==> src/rtl/deco_lectura_registros.sv <==
// Read-side register decoder for the PicoBlaze in_port bus.
// Anchor reads latch coherent shadows; status read clears the sticky timer flag.
module deco_lectura_registros #(
  parameter int ADDR_W = 8,
  parameter int DATA_W = 8
) (
  input  logic              clk,
  input  logic              reset_n,
  input  logic              read_strobe,
  input  logic [ADDR_W-1:0] port_id,
  input  logic [DATA_W-1:0] seg_hora,
  input  logic [DATA_W-1:0] min_hora,
  input  logic [DATA_W-1:0] hora_hora,
  input  logic [DATA_W-1:0] dia_fecha,
  input  logic [DATA_W-1:0] mes_fecha,
  input  logic [DATA_W-1:0] jahr_fecha,
  input  logic [DATA_W-1:0] seg_timer,
  input  logic [DATA_W-1:0] min_timer,
  input  logic [DATA_W-1:0] hora_timer,
  input  logic              timer_fin,
  output logic [DATA_W-1:0] in_port,
  output logic              irq_timer
);

  localparam logic [ADDR_W-1:0] P_SEG_H  = ADDR_W'('h03);
  localparam logic [ADDR_W-1:0] P_MIN_H  = ADDR_W'('h04);
  localparam logic [ADDR_W-1:0] P_HORA_H = ADDR_W'('h05);
  localparam logic [ADDR_W-1:0] P_DIA_F  = ADDR_W'('h06);
  localparam logic [ADDR_W-1:0] P_MES_F  = ADDR_W'('h07);
  localparam logic [ADDR_W-1:0] P_JAHR_F = ADDR_W'('h08);
  localparam logic [ADDR_W-1:0] P_SEG_T  = ADDR_W'('h0A);
  localparam logic [ADDR_W-1:0] P_MIN_T  = ADDR_W'('h0B);
  localparam logic [ADDR_W-1:0] P_HORA_T = ADDR_W'('h0C);
  localparam logic [ADDR_W-1:0] P_STAT   = ADDR_W'('h0D);

  logic [DATA_W-1:0] in_port_q, in_port_d;
  logic [DATA_W-1:0] min_h_q, min_h_d;
  logic [DATA_W-1:0] hora_h_q, hora_h_d;
  logic [DATA_W-1:0] mes_f_q, mes_f_d;
  logic [DATA_W-1:0] jahr_f_q, jahr_f_d;
  logic [DATA_W-1:0] min_t_q, min_t_d;
  logic [DATA_W-1:0] hora_t_q, hora_t_d;
  logic              flag_q, flag_d;

  logic cap_h, cap_f, cap_t, clr;

  always_comb begin
    cap_h = read_strobe && (port_id == P_SEG_H);
    cap_f = read_strobe && (port_id == P_DIA_F);
    cap_t = read_strobe && (port_id == P_SEG_T);
    clr   = read_strobe && (port_id == P_STAT);

    min_h_d  = cap_h ? min_hora   : min_h_q;
    hora_h_d = cap_h ? hora_hora  : hora_h_q;
    mes_f_d  = cap_f ? mes_fecha  : mes_f_q;
    jahr_f_d = cap_f ? jahr_fecha : jahr_f_q;
    min_t_d  = cap_t ? min_timer  : min_t_q;
    hora_t_d = cap_t ? hora_timer : hora_t_q;

    // A new expiry beats a clearing read in the same cycle
    flag_d = flag_q;
    if (clr)       flag_d = 1'b0;
    if (timer_fin) flag_d = 1'b1;

    in_port_d = '0;
    case (port_id)
      P_SEG_H:  in_port_d = seg_hora;
      P_MIN_H:  in_port_d = min_h_q;
      P_HORA_H: in_port_d = hora_h_q;
      P_DIA_F:  in_port_d = dia_fecha;
      P_MES_F:  in_port_d = mes_f_q;
      P_JAHR_F: in_port_d = jahr_f_q;
      P_SEG_T:  in_port_d = seg_timer;
      P_MIN_T:  in_port_d = min_t_q;
      P_HORA_T: in_port_d = hora_t_q;
      P_STAT:   in_port_d = {{(DATA_W-2){1'b0}}, flag_q, 1'b0};
      default:  in_port_d = '0;
    endcase
  end

  always_ff @(posedge clk) begin
    if (!reset_n) begin
      in_port_q <= '0;
      min_h_q   <= '0;
      hora_h_q  <= '0;
      mes_f_q   <= '0;
      jahr_f_q  <= '0;
      min_t_q   <= '0;
      hora_t_q  <= '0;
      flag_q    <= 1'b0;
    end else begin
      in_port_q <= in_port_d;
      min_h_q   <= min_h_d;
      hora_h_q  <= hora_h_d;
      mes_f_q   <= mes_f_d;
      jahr_f_q  <= jahr_f_d;
      min_t_q   <= min_t_d;
      hora_t_q  <= hora_t_d;
      flag_q    <= flag_d;
    end
  end

  assign in_port   = in_port_q;
  assign irq_timer = flag_q;

endmodule
==> config.mk <==
export PLATFORM = sky130hd
export DESIGN_NAME = deco_lectura_registros
export DESIGN_NICKNAME = d
export VERILOG_FILES = /design/src/rtl/deco_lectura_registros.sv
export SDC_FILE = /design/constraint.sdc
export NUM_CORES = 1
export LEC_CHECK = 0
export CORE_MARGIN = 4
export CORE_UTILIZATION = 32
export CTS_CLUSTER_SIZE = 40
export DETAILED_ROUTE_END_ITERATION = 6
export GPL_TIMING_DRIVEN = 0
export PLACE_DENSITY_LB_ADDON = 0.12
export SETUP_SLACK_MARGIN = 0.02
export SYNTH_ARGS = -nofsm -noshare
export SYNTH_HDL_FRONTEND = slang
export SYNTH_SLANG_ARGS = --single-unit
==> constraint.sdc <==
create_clock -name clk -period 1.8 [get_ports clk]
set_input_delay 0.18 -clock clk [delete_from_list [all_inputs] [get_ports clk]]
set_output_delay 0.18 -clock clk [all_outputs]
set_load 0.03 [all_outputs]
Yosys cells after proc, flatten, opt, wreduce, memory -nomap -nowiden:

Index checks and enable logic that the tools add are counted.

* logic and storage cells: 26
* input bits: 84
* output and inout port bits: 9
* bits in registers: 57

* multiplexer cells: 3
* reduce and logical (&&, ||, !) cells: 5
* equal/unequal tests: 10

Operators with widths (number)
* case mux 8 bit (10 select lines): 1
* == test 8 x 4 -> 1 bit, second input constant: 5
* == test 8 x 3 -> 1 bit, second input constant: 4
* == test 8 x 2 -> 1 bit, second input constant: 1
* logical AND 1 bit: 4
* two-way mux 1 bit: 2
* nonzero test 2 bit: 1

Logic depth before layout (Yosys ltp):

* depth in word-level cells: 4
* gate-level depth with buffers: 8

Worst setup path after synthesis:

No wires, ideal clock.

* kind: input to register
* from: in port_id[3]
* to: reg in_port_q[4] (netlist: in_port[4])
* setup slack: 351 ps
* data arrival time: 1306 ps
* stages on the path: 5
* cell sequence: buf_2 > buf_1 > mux2_2 > a222oi_1 > a21oi_1

* word-level cells in the longest chain between the ends: 2
* elaborated cells on any way between the ends: 11
* those cells by class: 10 x eq/ne; 1 x mux

Ends and longest elaborated chain
* from (decl): line 10 `input logic [ADDR_W-1:0] port_id,`
* == test 8 x 4 -> 1 bit, or another cell as far along: line 66 `case (port_id)`
* case mux 8 bit (10 select lines) (*): line 66
* to (signal assigned): line 92 `in_port_q <= in_port_d;`
* to (decl): line 36 `logic [DATA_W-1:0] in_port_q, in_port_d;`

Every way passes the cells marked *; elsewhere a longest branch is shown, timed or not.
A chain may end at the register's enable or synchronous reset.

Worst setup path in the final report:

* from: in port_id[3]
* to: reg in_port_q[7] (netlist: in_port[7])

The elaborated chain is that of the path after synthesis.

==> results.toml <==
[outcome]
outcome = "finished clean"

[timing]
setup_viol = 0
rsz0062_at_grt = "no"
slew_headroom_pct = 66.9
fin_crit_ns = 1.72
finalHoldViolCount = 0
finalCritPeriodShare_pct = 95.4
skew_ns = 0.00489
tightest_slew_ns = 0.496
drv_slew = 0
hold_slack_ns = 0.292
fmax_mhz = 582

[clock_tree]
clk_pin_slew_ns = 0.06
clockRootBuffer = "clkbuf_8"
cts_tree = "yes"
htree_levels = 3
cts_inserted_buffers = 9
clockBufferDepth = 2
clock_latency_ns = 0.34
postCtsHoldBufs = 0
cts.sinks = 57

[logic_synthesis]
yosys-top-cells-count = "63 x mux2i_1, 57 x dfxtp_1, 52 x nor2b_1"
yosysUniqueCellTypes = 35
yosysWarnings = 0
syn_avg_cell_area_sq_um = 10.2
synth_edf_count = 0
ys.flop_type = "dfxtp_1"
synth_nets = 364
yosys.area.top_type = "dfxtp_1"
synth_top_cell_area_share_pct = 40.0
synthArstFlopShare_pct = 0
yosysMostFrequentCell = "mux2i_1"
ys_seq_area_share_pct = 40.0
ys_top_cells_by_area = "dfxtp_1 40%, mux2i_1 22%, nor2b_1 11%"
syn_inst = 280
netlist_area_sq_mm = 0.00285
synth_seq_cells = 57

[critical_path]
worstPathRequired_ns = 2.00
reg2reg_slack_ns = 0.67
reg2reg_to = "in_port[6]$_SDFF_PN0_"
cp_max_fo = 10
path_class = "primary input to flip-flop"
endpoint_kind = "flip-flop"
r2r_cells = 4
startpoint_type = "primary input"
arrival_ns = 1.92
r2r-start = "mes_f_q[6]$_SDFFE_PN0P_"

[grt]
gr-total-overflow = 0
grt_pass1_wl_mm = 12.6
use_met1_pct = 20.3
grt_antenna_before_repair = 0
grt_util_met3_pct = 5.73
grt_max_degree = 11
track_usage_pct = 16.1
grt_busiest_layer = "met2"
globalRouteMet2Util_pct = 25.8
grt_pass1_vias = 2385

[route]
viasPerCell = 4.74
drt_first_pass_iters = 5
ant_nets = 0
avgRoutedWirePerCell_um = 16.7
drt_iter0_drc = 94
finalWirelength_mm = 8.28
drc = 0
vias = 2345

[place]
gp_congestion = 0.813
dp_cells = 478
io_buffer_count = 90
dp_hpwl_mm = 6.33
place_area_sq_mm = 0.00389

[final_layout]
fin_nets = 469
syn_to_final_growth_pct = 44.1
utilization_pct = 47.2
drive_gt1_share_pct = 11.4
fill_cells = 861
diodes = 0
finalInstanceArea_sq_mm = 0.00411
final_cell_count_no_fill = 495

[min_path]
hold_end = "in_port[6]$_SDFF_PN0_"
hold_depth = 4
worstHoldStart = "port_id[1]"
hold_path.class = "primary input to flip-flop"

[floorplan]
ios = 93
die_y_um = 102
initial_core_util_pct = 32.7
core_area_sq_mm = 0.00872
die-area_sq_mm = 0.0105
row_count = 34
die_w_um = 102

[power]
power.leakage_uw = 0.00179
p_per_area_mw_per_mm2 = 652
ir_drop_uv = 327

[job]
drv_cap = 0
[cell type report]
cell class | instances | area, sq um | share of cell area, %
buffer | 22 | 141 | 3.44
clock buffer | 13 | 169 | 4.11
inverter | 1 | 3.75 | 0.0912
multi-input combinational | 199 | 1590 | 38.5
sequential | 57 | 1140 | 27.7
tap | 108 | 135 | 3.28
timing repair buffer | 95 | 938 | 22.8
[what timing repair did]
action / 4_1_cts / 5_1_grt
endpoints found under the setup margin: 29 / 20
setup buffers: 2 / 3
pin swaps: 1 / 1
gates resized for setup: 5 / 3
gates cloned: 0 / 0
[where the power goes]
group	switching (uW)	internal, uW	total, uW
Sequential	2.41	1270	1270
Clock	462	589	1050
Combinational	133	232	365
[registers in the layout, summed over array words and instances (netlist names)]
register and cells:
irq_timer 1, hora_t_q 8, in_port 8, min_t_q 8, hora_h_q 8, min_h_q 8
jahr_f_q 8, mes_f_q 8
[worst max path at each step]
| stage | endpoint | startpoint |
|---|---|---|
| detailed placement | in_port[5]$_SDFF_PN0_ | port_id[3] |
| global route | in_port[4]$_SDFF_PN0_ | port_id[3] |
| finish | in_port[7]$_SDFF_PN0_ | port_id[3] |
| CTS | jahr_f_q[4]$_SDFFE_PN0P_ | port_id[2] |
| floorplan | in_port[4]$_SDFF_PN0_ | port_id[3] |
| global placement | in_port[7]$_SDFF_PN0_ | port_id[3] |
[per-layer routing]
metal | routed length (um) | share of wire (%)
met5 | 0 | 0
met4 | 98 | 1.2
met3 | 721 | 8.7
met2 | 3710 | 45
met1 | 3760 | 45
[through the flow]
step                      total power [uW]  TNS [ns]  worst slack [ns]
final                                 2680         0            0.0825
after global routing                  2800         0            0.0379
after CTS                             2720         0            0.0675
after detailed placement              1660    -18.40            -0.540
after global placement                1660    -18.12            -0.531
after floorplan                       1420         0             0.351
[cell families (layout without fill, tap and decap cells)]
logic type	count (synthesis)	in the layout	share of synthesized area, %
multiplexers	69	69	24.5
buffers and inverters	24	131	4.69
flip-flops	57	57	40.0
AND/OR/NAND/NOR	92	92	21.7
AO/OA/AOI/OAI	38	38	9.16
[worst max-delay path, cell delays in order]
cell	delay [ns]
clkdlybuf4s50_1	0.50
buf_2	0.23
clkbuf_4	0.27
mux2_2	0.36
a222oi_1	0.28
a21oi_1	0.10
[placed cells by master (no fill, tap or decap), types with 2 or more instances in the layout]
| cell type | Yosys | final |
|---|---|---|
| and4b_1 | 2 | 2 |
| nand3_1 | 4 | 4 |
| a31oi_1 | 3 | 3 |
| nand2_1 | 6 | 6 |
| a222oi_1 | 5 | 5 |
| nor2b_1 | 52 | 52 |
| nand4_4 | 2 | 2 |
| and3_1 | 3 | 3 |
| mux2_2 | 6 | 6 |
| buf_8 | 1 | 2 |
| dfxtp_1 | 57 | 57 |
| nand4b_1 | 2 | 2 |
| nand2b_1 | 5 | 5 |
| clkbuf_4 | 0 | 2 |
| buf_4 | 2 | 8 |
| nand3b_1 | 8 | 8 |
| clkdlybuf4s50_1 | 0 | 90 |
| o22ai_1 | 5 | 5 |
| a22o_1 | 6 | 6 |
| nor2_1 | 3 | 3 |
| o21ai_0 | 6 | 6 |
| a21oi_1 | 9 | 9 |
| buf_2 | 8 | 7 |
| mux2i_1 | 63 | 63 |
| clkbuf_1 | 8 | 7 |
| clkbuf_8 | 0 | 12 |
No activity file was read; power rests on OpenSTA's default activity.
